<file path="src/rtl/mux_n_pipe.sv">
`default_nettype none
// ============================================================================
// Module      : mux_n_pipe
// Description : Registered N-channel, W-bit valid/ready multiplexer with either
//               external select (MODE=0) or round-robin arbitration (MODE=1).
//               Define MUX_SEL_ERR_EN to add the sticky sel_err flag.
// Revision    : 1.0 - initial release
// ============================================================================
module mux_n_pipe #(
  parameter int W    = 8,
  parameter int N    = 4,
  parameter int MODE = 0,
  localparam int SW  = (N > 1) ? $clog2(N) : 1
) (
  input  logic            clk,
  input  logic            rst,
  input  logic [N*W-1:0]  in_data,
  input  logic [N-1:0]    in_valid,
  output logic [N-1:0]    in_ready,
  input  logic [SW-1:0]   sel,
  output logic [W-1:0]    out_data,
  output logic [SW-1:0]   out_ch,
  output logic            out_valid,
  input  logic            out_ready
`ifdef MUX_SEL_ERR_EN
  ,
  output logic            sel_err
`endif
);

  logic          w_load_en;
  logic          w_grant;
  logic          w_xfer;
  logic [SW-1:0] w_grant_ch;
  logic [W-1:0]  w_grant_data;

  assign w_load_en = !out_valid || out_ready;
  assign w_xfer    = w_load_en && w_grant;

  generate
    if (MODE == 0) begin : g_ext_sel
      // An out-of-range sel matches no channel and therefore yields no grant.
      always_comb begin
        w_grant = 1'b0;
        for (int k = 0; k < N; k++) begin
          if (sel == SW'(k) && in_valid[k]) w_grant = 1'b1;
        end
      end
      assign w_grant_ch = sel;
    end else begin : g_rr
      logic [SW-1:0] r_ptr;
      logic          w_unused_sel;

      assign w_unused_sel = ^sel;

      // Channels at or above r_ptr win over the wrapped-around ones below it;
      // descending scans leave the lowest index of each region as the winner.
      always_comb begin
        w_grant    = 1'b0;
        w_grant_ch = '0;
        for (int k = N - 1; k >= 0; k--) begin
          if (in_valid[k] && (SW'(k) < r_ptr)) begin
            w_grant    = 1'b1;
            w_grant_ch = SW'(k);
          end
        end
        for (int k = N - 1; k >= 0; k--) begin
          if (in_valid[k] && (SW'(k) >= r_ptr)) begin
            w_grant    = 1'b1;
            w_grant_ch = SW'(k);
          end
        end
      end

      always_ff @(posedge clk) begin
        if (rst) begin
          r_ptr <= '0;
        end else if (w_xfer) begin
          r_ptr <= (w_grant_ch == SW'(N - 1)) ? '0 : w_grant_ch + 1'b1;
        end
      end
    end
  endgenerate

  always_comb begin
    w_grant_data = '0;
    for (int k = 0; k < N; k++) begin
      if (w_grant_ch == SW'(k)) w_grant_data = in_data[k*W +: W];
    end
  end

  always_comb begin
    in_ready = '0;
    for (int k = 0; k < N; k++) begin
      in_ready[k] = w_xfer && !rst && (w_grant_ch == SW'(k));
    end
  end

  always_ff @(posedge clk) begin
    if (rst) begin
      out_valid <= 1'b0;
      out_data  <= '0;
      out_ch    <= '0;
    end else if (w_load_en) begin
      out_valid <= w_grant;
      if (w_grant) begin
        out_data <= w_grant_data;
        out_ch   <= w_grant_ch;
      end
    end
  end

`ifdef MUX_SEL_ERR_EN
  logic w_sel_oor;

  always_comb begin
    w_sel_oor = 1'b1;
    for (int k = 0; k < N; k++) begin
      if (sel == SW'(k)) w_sel_oor = 1'b0;
    end
  end

  always_ff @(posedge clk) begin
    if (rst) begin
      sel_err <= 1'b0;
    end else if ((MODE == 0) && w_load_en && w_sel_oor) begin
      sel_err <= 1'b1;
    end
  end
`endif

endmodule
`default_nettype wire

</file>
<file path="config.mk">
export PLATFORM = sky130hd
export DESIGN_NAME = mux_n_pipe
export DESIGN_NICKNAME = d
export VERILOG_FILES = /design/src/rtl/mux_n_pipe.sv
export SDC_FILE = /design/constraint.sdc
export NUM_CORES = 1
export LEC_CHECK = 0
export BUFFER_PORTS_ARGS = -buffer_cell sky130_fd_sc_hd__buf_2
export CORE_AREA = 2 2 47 49
export CTS_CLUSTER_DIAMETER = 150
export DETAILED_ROUTE_END_ITERATION = 12
export DIE_AREA = 0 0 49 51
export GPL_TIMING_DRIVEN = 0
export PLACE_DENSITY = 0.73
export SLEW_MARGIN = 25
export SYNTH_ARGS = -nofsm -noshare
export SYNTH_HDL_FRONTEND = slang
export SYNTH_SLANG_ARGS = --single-unit
export TNS_END_PERCENT = 1
</file>
<file path="constraint.sdc">
create_clock -name clk -period 2.05 [get_ports clk]
set_clock_uncertainty 0.2 [all_clocks]
set_input_delay 0.1025 -clock clk [delete_from_list [all_inputs] [get_ports clk]]
set_output_delay 0.1025 -clock clk [all_outputs]
set_load 0.005 [all_outputs]
</file>
==> metrics.cfg, run 1 <==
[grt]
grt_max_degree=11
antenna_found_initial=0
overflow=0
grt_pass1_wl_mm=3.53
grt_most_used_layer=met2
use_met1=0.202
grt_use_met3=0.0497
met2_usage=0.347
grt_pass1_vias=800
grt_util_all_layers=0.188

[worst_setup_path]
cp_slowest_cell=dlygate4sd3_1
r2r_start=out_valid
worstPathCellList=dlygate4sd3_1 > buf_2 > nor2b_1 > or3_4 > buf_6 > nor4b_2 > buf_2
worst_r2r_path_depth=4
worstSetupPathType=in2out
cp.arrival_ns=1.63
cp_max_fo=10
start_kind=input port
crit_top_cell=buf_2
slowest_delay_ns=0.52
timing.reg2reg.setup_slack_ns=0.52
required_ns=1.75
r2r_end=out_data[7]
cp_num_buf_inv=4
cp-end-kind=output pin
path_delay_family=buffers and inverters

[route]
firstDrtPassIters=4
wl_per_cell_um=13.7
vias=817
ant_nets=0
route.final.wire_length_mm=2.18
viasPerCell=5.14
route.detailed.drc=0
drtIter0Drc=16

[floorplanning]
io_pins=56
core_area_mm2=0.00206
die-area_mm2=0.00250
rows=17
dieHeight_um=51
dieWidth_um=49
initial_core_util=0.349

[placement]
dp_worst_setup_slack_ns=0.438
io_buffer_count=53
dpl.hpwl_mm=1.71
gp_congestion=0.773
dpl.cell_count=153

[yosys]
synth_area_um2=719
ys_warn_count=0
yosysSeqAreaShare=0.306
synth.distinct_cells=24
syn_inst=72
synth_area_per_cell_um2=9.99
syn_nets=113
ys_seq_elements=11

[pwr]
internal_power_w=0.000403
powerDensity_mw_per_mm2=530
power_frac_comb=0.306
p_sw_frac=0.290
seq_power_share=0.424
ir_drop_mv=0.252
p_leak_nw=0.494
pwr-share-clk=0.269
power_switching_w=0.000165

[clock_network]
cts_buffers=3
clkTransAtPathRegs_ns=0.08
cts-root-buf=clkbuf_4
postCtsSetupRepairBufs=0
clk_latency_ns=0.27
cts.sinks=11
tritoncts=yes
clk_path_buf_depth=2
htreeDepth=1

[finish]
fillers=188
fin_nets=173
syn_to_final_growth_pct=49.0
multi_input_area_um2=453
final_core_util=0.520
seqCellArea_um2=220
instances_no_fill=159
num_antenna_cells=0
drive_above_1_share=0.580

[worst_hold_path]
min_path_cells=4
holdPathEnd=out_valid
hold_class=in2reg
min_from=in_valid[1]

[timing]
fmax_mhz=518
holdWs_ns=0.114
fin_ws_ns=0.120
tightest_slew_ns=0.575
setup_tns_ns=0
hold_viol=0
min_period_over_period=0.942
setup_viol=0
slew_violations=0
max_slew_margin=0.614
fin_crit_ns=1.93
rsz0062_at_grt=no

[status]
status=completed

[run]
drv_cap=0

[cells in the final DEF, fill, tap and decap left out, drive strengths merged]
| master | netlist | final |
|---|---|---|
| nand2 | 1 | 1 |
| o21ai | 10 | 10 |
| and3 | 1 | 1 |
| a21oi | 11 | 11 |
| nand3 | 10 | 10 |
| buf | 6 | 59 |
| clkbuf | 2 | 6 |
| dfxtp | 11 | 11 |
| nor4 | 2 | 2 |
| mux2 | 1 | 1 |
| mux2i | 1 | 1 |
| nor4b | 2 | 2 |
| nor2b | 1 | 1 |
| nor3 | 1 | 1 |
| inv | 1 | 1 |
| nand2b | 1 | 1 |
| mux4 | 8 | 8 |
| nor2 | 1 | 1 |
| dlygate4sd3 | 0 | 2 |
| or3 | 1 | 1 |
[sequential cells by signal, indices dropped and copies added (netlist names)]
signal,cells
out_data,8
out_valid,1
out_ch,2
[worst min-delay path, cell delays in order]
cell and delay [ns]:
buf_2 0.07, mux2_2 0.16, o21ai_0 0.07, a21oi_1 0.14
[layout make-up]
| type | count | area share |
|---|---|---|
| tap | 28 | 0.0327 |
| sequential | 11 | 0.205 |
| multi-input combinational | 52 | 0.422 |
| timing repair buffer | 55 | 0.266 |
| inverter | 1 | 0.00350 |
| clock buffer | 4 | 0.0245 |
| buffer | 8 | 0.0455 |
[synthesized netlist by cell type, drive strengths merged]
cell type  number  area [um^2]
or3             1         11.3
clkbuf          2         7.51
nand2           1         3.75
o21ai          10         50.0
nand3          10         50.1
nor4b           2         23.8
mux2i           1         10.0
buf             6         41.3
inv             1         3.75
nor2b           1         6.26
mux4            8          180
nor2            1         3.75
nand2b          1         6.26
mux2            1         11.3
nor3            1         10.0
a21oi          11         55.1
nor4            2         18.8
and3            1         6.26
dfxtp          11          220
[how the worst max path moves through the flow]
stage | slack (ns) | start | cells after the start | to
2_1_floorplan | 0.58 | sel[0] | 5 | out_data[2]
3_3_place_gp | 0.44 | sel[1] | 6 | in_ready[2]
3_5_place_dp | 0.44 | sel[0] | 5 | out_data[7]
4_1_cts | 0.11 | out_ready | 7 | in_ready[2]
5_1_grt | 0.02 | out_ready | 7 | in_ready[2]
6_report | 0.12 | out_ready | 7 | in_ready[2]
[power groups by stage]
stage | registers (W) | clock network [W] | logic (W)
after global placement | 0.000244 | 0 | 0.000165
after global routing | 0.000242 | 0.000160 | 0.000193
after floorplan | 0.000247 | 0 | 0.0000956
after detailed placement | 0.000246 | 0 | 0.000170
after CTS | 0.000241 | 0.000151 | 0.000174
final | 0.000241 | 0.000153 | 0.000174
[stage by stage]
step | power (W) | instance area (um^2)
floorplan | 0.000343 | 719
global placement | 0.000409 | 1020
finish | 0.000568 | 1070
global route | 0.000595 | 1070
CTS | 0.000566 | 1070
detailed placement | 0.000416 | 1020
[cells by family after synthesis]
logic type,synth area share
and+or+nand+nor,0.195
AOI/OAI and AO/OA,0.146
muxes,0.280
DFF,0.306
buffers and inverters,0.0730
[per-layer routing]
metal,vias up,wire (um)
met5,-,0
met4,0,36
met3,4,190
met2,43,1130
met1,375,820
li1,395,-
[repair_timing]
item	CTS	global route
endpoints found under the setup margin	0	1
hold buffers	2	0
gates resized for setup	0	1
hold endpoints to repair	2	0
Power figures use the tool's default switching activity.
==> inputs of run 2 (changes only) <==
==> constraint.sdc (replaced) <==
create_clock -name clk -period 1.9 [get_ports clk]
set_clock_uncertainty 0.2 [all_clocks]
set_input_delay 0.095 -clock clk [delete_from_list [all_inputs] [get_ports clk]]
set_output_delay 0.095 -clock clk [all_outputs]
set_load 0.005 [all_outputs]
==> metrics.cfg, run 2 (synthesis gave the netlist of run 1 again) <==
[finish]
fillers=191
fin_nets=174
syn_to_final_growth_pct=52.3
num_antenna_cells=0
largest_reg_flops=8
final_cell_mix=55 x buf_2, 11 x a21oi_1, 11 x dfxtp_1
mostFrequentLayoutCell=buf_2
final_core_util=0.531
reg_top3=out_data (8), out_ch (2), out_valid (1)
drive_above_1_share=0.591
regMostFlops=out_data

[grt]
grt_pass1_wl_mm=3.55
grt_pass1_vias=807
overflow=0
grt_max_degree=11
antenna_found_initial=0
grt_util_all_layers=0.190

[timing]
tightest_slew_ns=0.584
min_period_over_period=0.978
hold_viol=0
rsz0062_at_grt=yes
max_slew_margin=0.609
fin_crit_ns=1.86
fmax_mhz=538
holdWs_ns=0.128
setup_viol=0
slew_violations=0

[floorplanning]
dieWidth_um=49
core_area_mm2=0.00206
io_pins=56
rows=17
die-area_mm2=0.00250
dieHeight_um=51
initial_core_util=0.349

[route]
wl_per_cell_um=13.9
wl_met2_mm=1.16
viasPerCell=5.18
drtIter0Drc=13
firstDrtPassIters=4
wl_met3_um=212
dr.max_layer_used=met4
route.detailed.drc=0
ant_nets=0
route.final.wire_length_mm=2.23
vias=828
wl_met1_um=823

[worst_setup_path]
worstSetupPathType=in2out
cp_max_fo=7
required_ns=1.60
start_kind=input port
worst_r2r_path_depth=4
cp-end-kind=output pin
cp.arrival_ns=1.56

[clock_network]
cts-root-buf=clkbuf_4
htreeDepth=1
clk_latency_ns=0.26
clk_path_buf_depth=2
cts.sinks=11
clkTransAtPathRegs_ns=0.08
cts_buffers=3
tritoncts=yes

[pwr]
ir_drop_mv=0.273
p_leak_nw=0.508
powerDensity_mw_per_mm2=563
total_power_w=0.000617

[run]
drv_cap=0

[placement]
gp_congestion=0.773
dpl.hpwl_mm=1.71
io_buffer_count=53

[status]
status=completed

[worst_hold_path]
hold_class=in2reg
min_path_cells=5

run 2: what timing repair did:
action	4_1_cts	5_1_grt
hold buffers	2	0
setup endpoints to repair	0	3
setup buffers	0	2
hold endpoints to repair	2	0
gates resized for setup	0	6
run 2: layout make-up:
class | instances | area [um^2] | area share
plain buffers | 7 | 43.8 | 0.0400
well taps | 28 | 35.0 | 0.0320
multi-input cells | 52 | 467 | 0.426
flip-flops and latches | 11 | 220 | 0.201
inverters | 1 | 3.75 | 0.00342
repair buffers | 57 | 300 | 0.274
clock buffers | 4 | 26.3 | 0.0240
run 2: worst max-delay path, stage by stage:
cell,delay (ns)
buf_2,0.09
dlygate4sd3_1,0.53
nand2b_1,0.17
nand3_2,0.12
buf_6,0.17
nor4b_2,0.23
buf_2,0.16
run 2: power by group:
part	internal (W)	total [W]	switching (W)
registers	0.000250	0.000260	0.0000100
clock network	0.0000811	0.000162	0.0000809
logic	0.000107	0.000195	0.0000877
run 2: path summary, 6_finish.rpt:
| kind | endpoint | start | slack, ns |
|---|---|---|---|
| setup / recovery | in_ready[3] | out_ready | 0.04 |
| hold / removal | out_valid | in_valid[0] | 0.13 |
| setup reg to reg | out_data[7] | out_valid | 0.36 |
| hold reg to reg | out_data[6] | out_data[6] | 0.27 |
run 2: layer usage:
layer | global-route usage | vias up
li1 | - | 395
met1 | 0.202 | 379
met2 | 0.352 | 50
met3 | 0.0497 | 4
met4 | 0.0857 | 0
met5 | 0 | -
run 2: per-stage QoR:
stage,area (um^2),TNS [ns],std cells,setup WS (ns)
after global routing,1100,-0.0526,160,-0.0450
after floorplan,719,0,72,0.438
after detailed placement,1020,0,153,0.295
final,1100,0,160,0.0417
after CTS,1070,0,159,0.0105
after global placement,1020,0,153,0.306
==> inputs of run 3 (changes only) <==
--- a/config.mk
+++ b/config.mk
@@ -12,6 +12,7 @@
 export DIE_AREA = 0 0 49 51
 export GPL_TIMING_DRIVEN = 0
 export PLACE_DENSITY = 0.73
+export RECOVER_POWER = 100
 export SLEW_MARGIN = 25
 export SYNTH_ARGS = -nofsm -noshare
 export SYNTH_HDL_FRONTEND = slang
==> metrics.cfg, run 3 (synthesis gave the netlist of run 1 again) <==
[finish]
instances_no_fill=160
final_cell_mix=45 x buf_2, 13 x clkbuf_1, 11 x a21oi_1, 11 x dfxtp_1
final_core_util=0.525
reg_top3=out_data (8), out_ch (2), out_valid (1)
mostFrequentLayoutCell=buf_2
fin_nets=174
regMostFlops=out_data
drive_above_1_share=0.515
largest_reg_flops=8
syn_to_final_growth_pct=50.6
num_antenna_cells=0

[floorplanning]
die-area_mm2=0.00250
dieWidth_um=49
dieHeight_um=51
rows=17
io_pins=56
initial_core_util=0.349
core_area_mm2=0.00206

[timing]
rsz0062_at_grt=yes
slew_violations=0
tightest_slew_ns=0.499
setup_tns_ns=0
setup_viol=0
hold_viol=0
max_slew_margin=0.666
fin_crit_ns=1.83
min_period_over_period=0.966
holdWs_ns=0.123
fmax_mhz=545

[clock_network]
cts-root-buf=clkbuf_4
clkTransAtPathRegs_ns=0.08
clk_path_buf_depth=2
clk_latency_ns=0.27
cts.sinks=11
tritoncts=yes
cts_buffers=3
htreeDepth=1

[route]
vias=836
route.detailed.drc=0
ant_nets=0
viasPerCell=5.23
wl_per_cell_um=13.7
firstDrtPassIters=5
drtIter0Drc=11
route.final.wire_length_mm=2.20

[worst_hold_path]
min_path_cells=5
hold_class=in2reg
min_from=in_valid[0]

[run]
drv_cap=0

[worst_setup_path]
cp_max_fo=7
worstSetupPathType=in2out
start_kind=input port
cp-end-kind=output pin
worst_r2r_path_depth=5
cp.arrival_ns=1.54
r2r_start=out_valid
startpoint=out_ready
required_ns=1.60

[grt]
grt_pass1_vias=807
overflow=0
grt_util_all_layers=0.190
grt_max_degree=11
antenna_found_initial=0
grt_pass1_wl_mm=3.55

[pwr]
internal_power_w=0.000433
power_frac_comb=0.307
seq_power_share=0.427
pwr-share-clk=0.266
p_sw_frac=0.290
powerDensity_mw_per_mm2=562
power_switching_w=0.000177
ir_drop_mv=0.266
p_leak_nw=0.468

[placement]
io_buffer_count=53
gp_congestion=0.773
dpl.cell_count=153
dpl.hpwl_mm=1.71

[status]
status=completed

## run 3: changes by cell type in the layout (fill, tap and decap cells not counted), sizes merged
| cell | delta |
|---|---|
| buf | -10 |
| clkbuf | +10 |
## run 3: worst max-delay path: stages
cell and delay [ns]:
buf_2 0.09, dlygate4sd3_1 0.53, nand2b_1 0.16, nand3_2 0.12, buf_6 0.17, nor4b_2 0.22, buf_2 0.16
## run 3: final cells by class
cell class              count  area, um^2
fillers                   197         980
multi-input cells          52         467
repair buffers             57         289
flip-flops and latches     11         220
plain buffers               7        42.5
well taps                  28        35.0
clock buffers               4        26.3
inverters                   1        3.75
## run 3: worst paths after layout
kind | to | slack [ns]
setup / recovery | in_ready[3] | 0.07
setup reg to reg | out_data[7] | 0.37
hold / removal | out_valid | 0.12
hold reg to reg | out_data[6] | 0.27
## run 3: routing by layer
metal / up-vias / GRT usage / share of wire / wire length, um
met5: - / 0 / 0 / 0
li1: 398 / - / - / -
met1: 387 / 0.202 / 0.37 / 807
met4: 0 / 0.0857 / 0.015 / 34
met2: 47 / 0.352 / 0.53 / 1170
met3: 4 / 0.0497 / 0.082 / 181
## run 3: power groups by stage
stage | Combinational (W) | Clock (W) | Sequential [W]
finish | 0.000187 | 0.000162 | 0.000260
global route | 0.000207 | 0.000174 | 0.000262
CTS | 0.000187 | 0.000163 | 0.000260
floorplan | 0.000103 | 0 | 0.000267
global placement | 0.000178 | 0 | 0.000264
detailed placement | 0.000184 | 0 | 0.000265
## run 3: metrics by stage
step	setup slack, ns	instance area (um^2)	total power, W
after global routing	-0.0450	1080	0.000643
after floorplan	0.438	719	0.000370
after detailed placement	0.295	1020	0.000449
after global placement	0.306	1020	0.000442
final	0.0652	1080	0.000609
after CTS	0.0105	1070	0.000610
## run 3: timing repair
item                                    in CTS  in global routing
setup buffers                                0                  2
hold buffers                                 2                  0
endpoints found under the setup margin       0                  3
endpoints found under the hold margin        2                  0
gates resized for setup                      0                  6
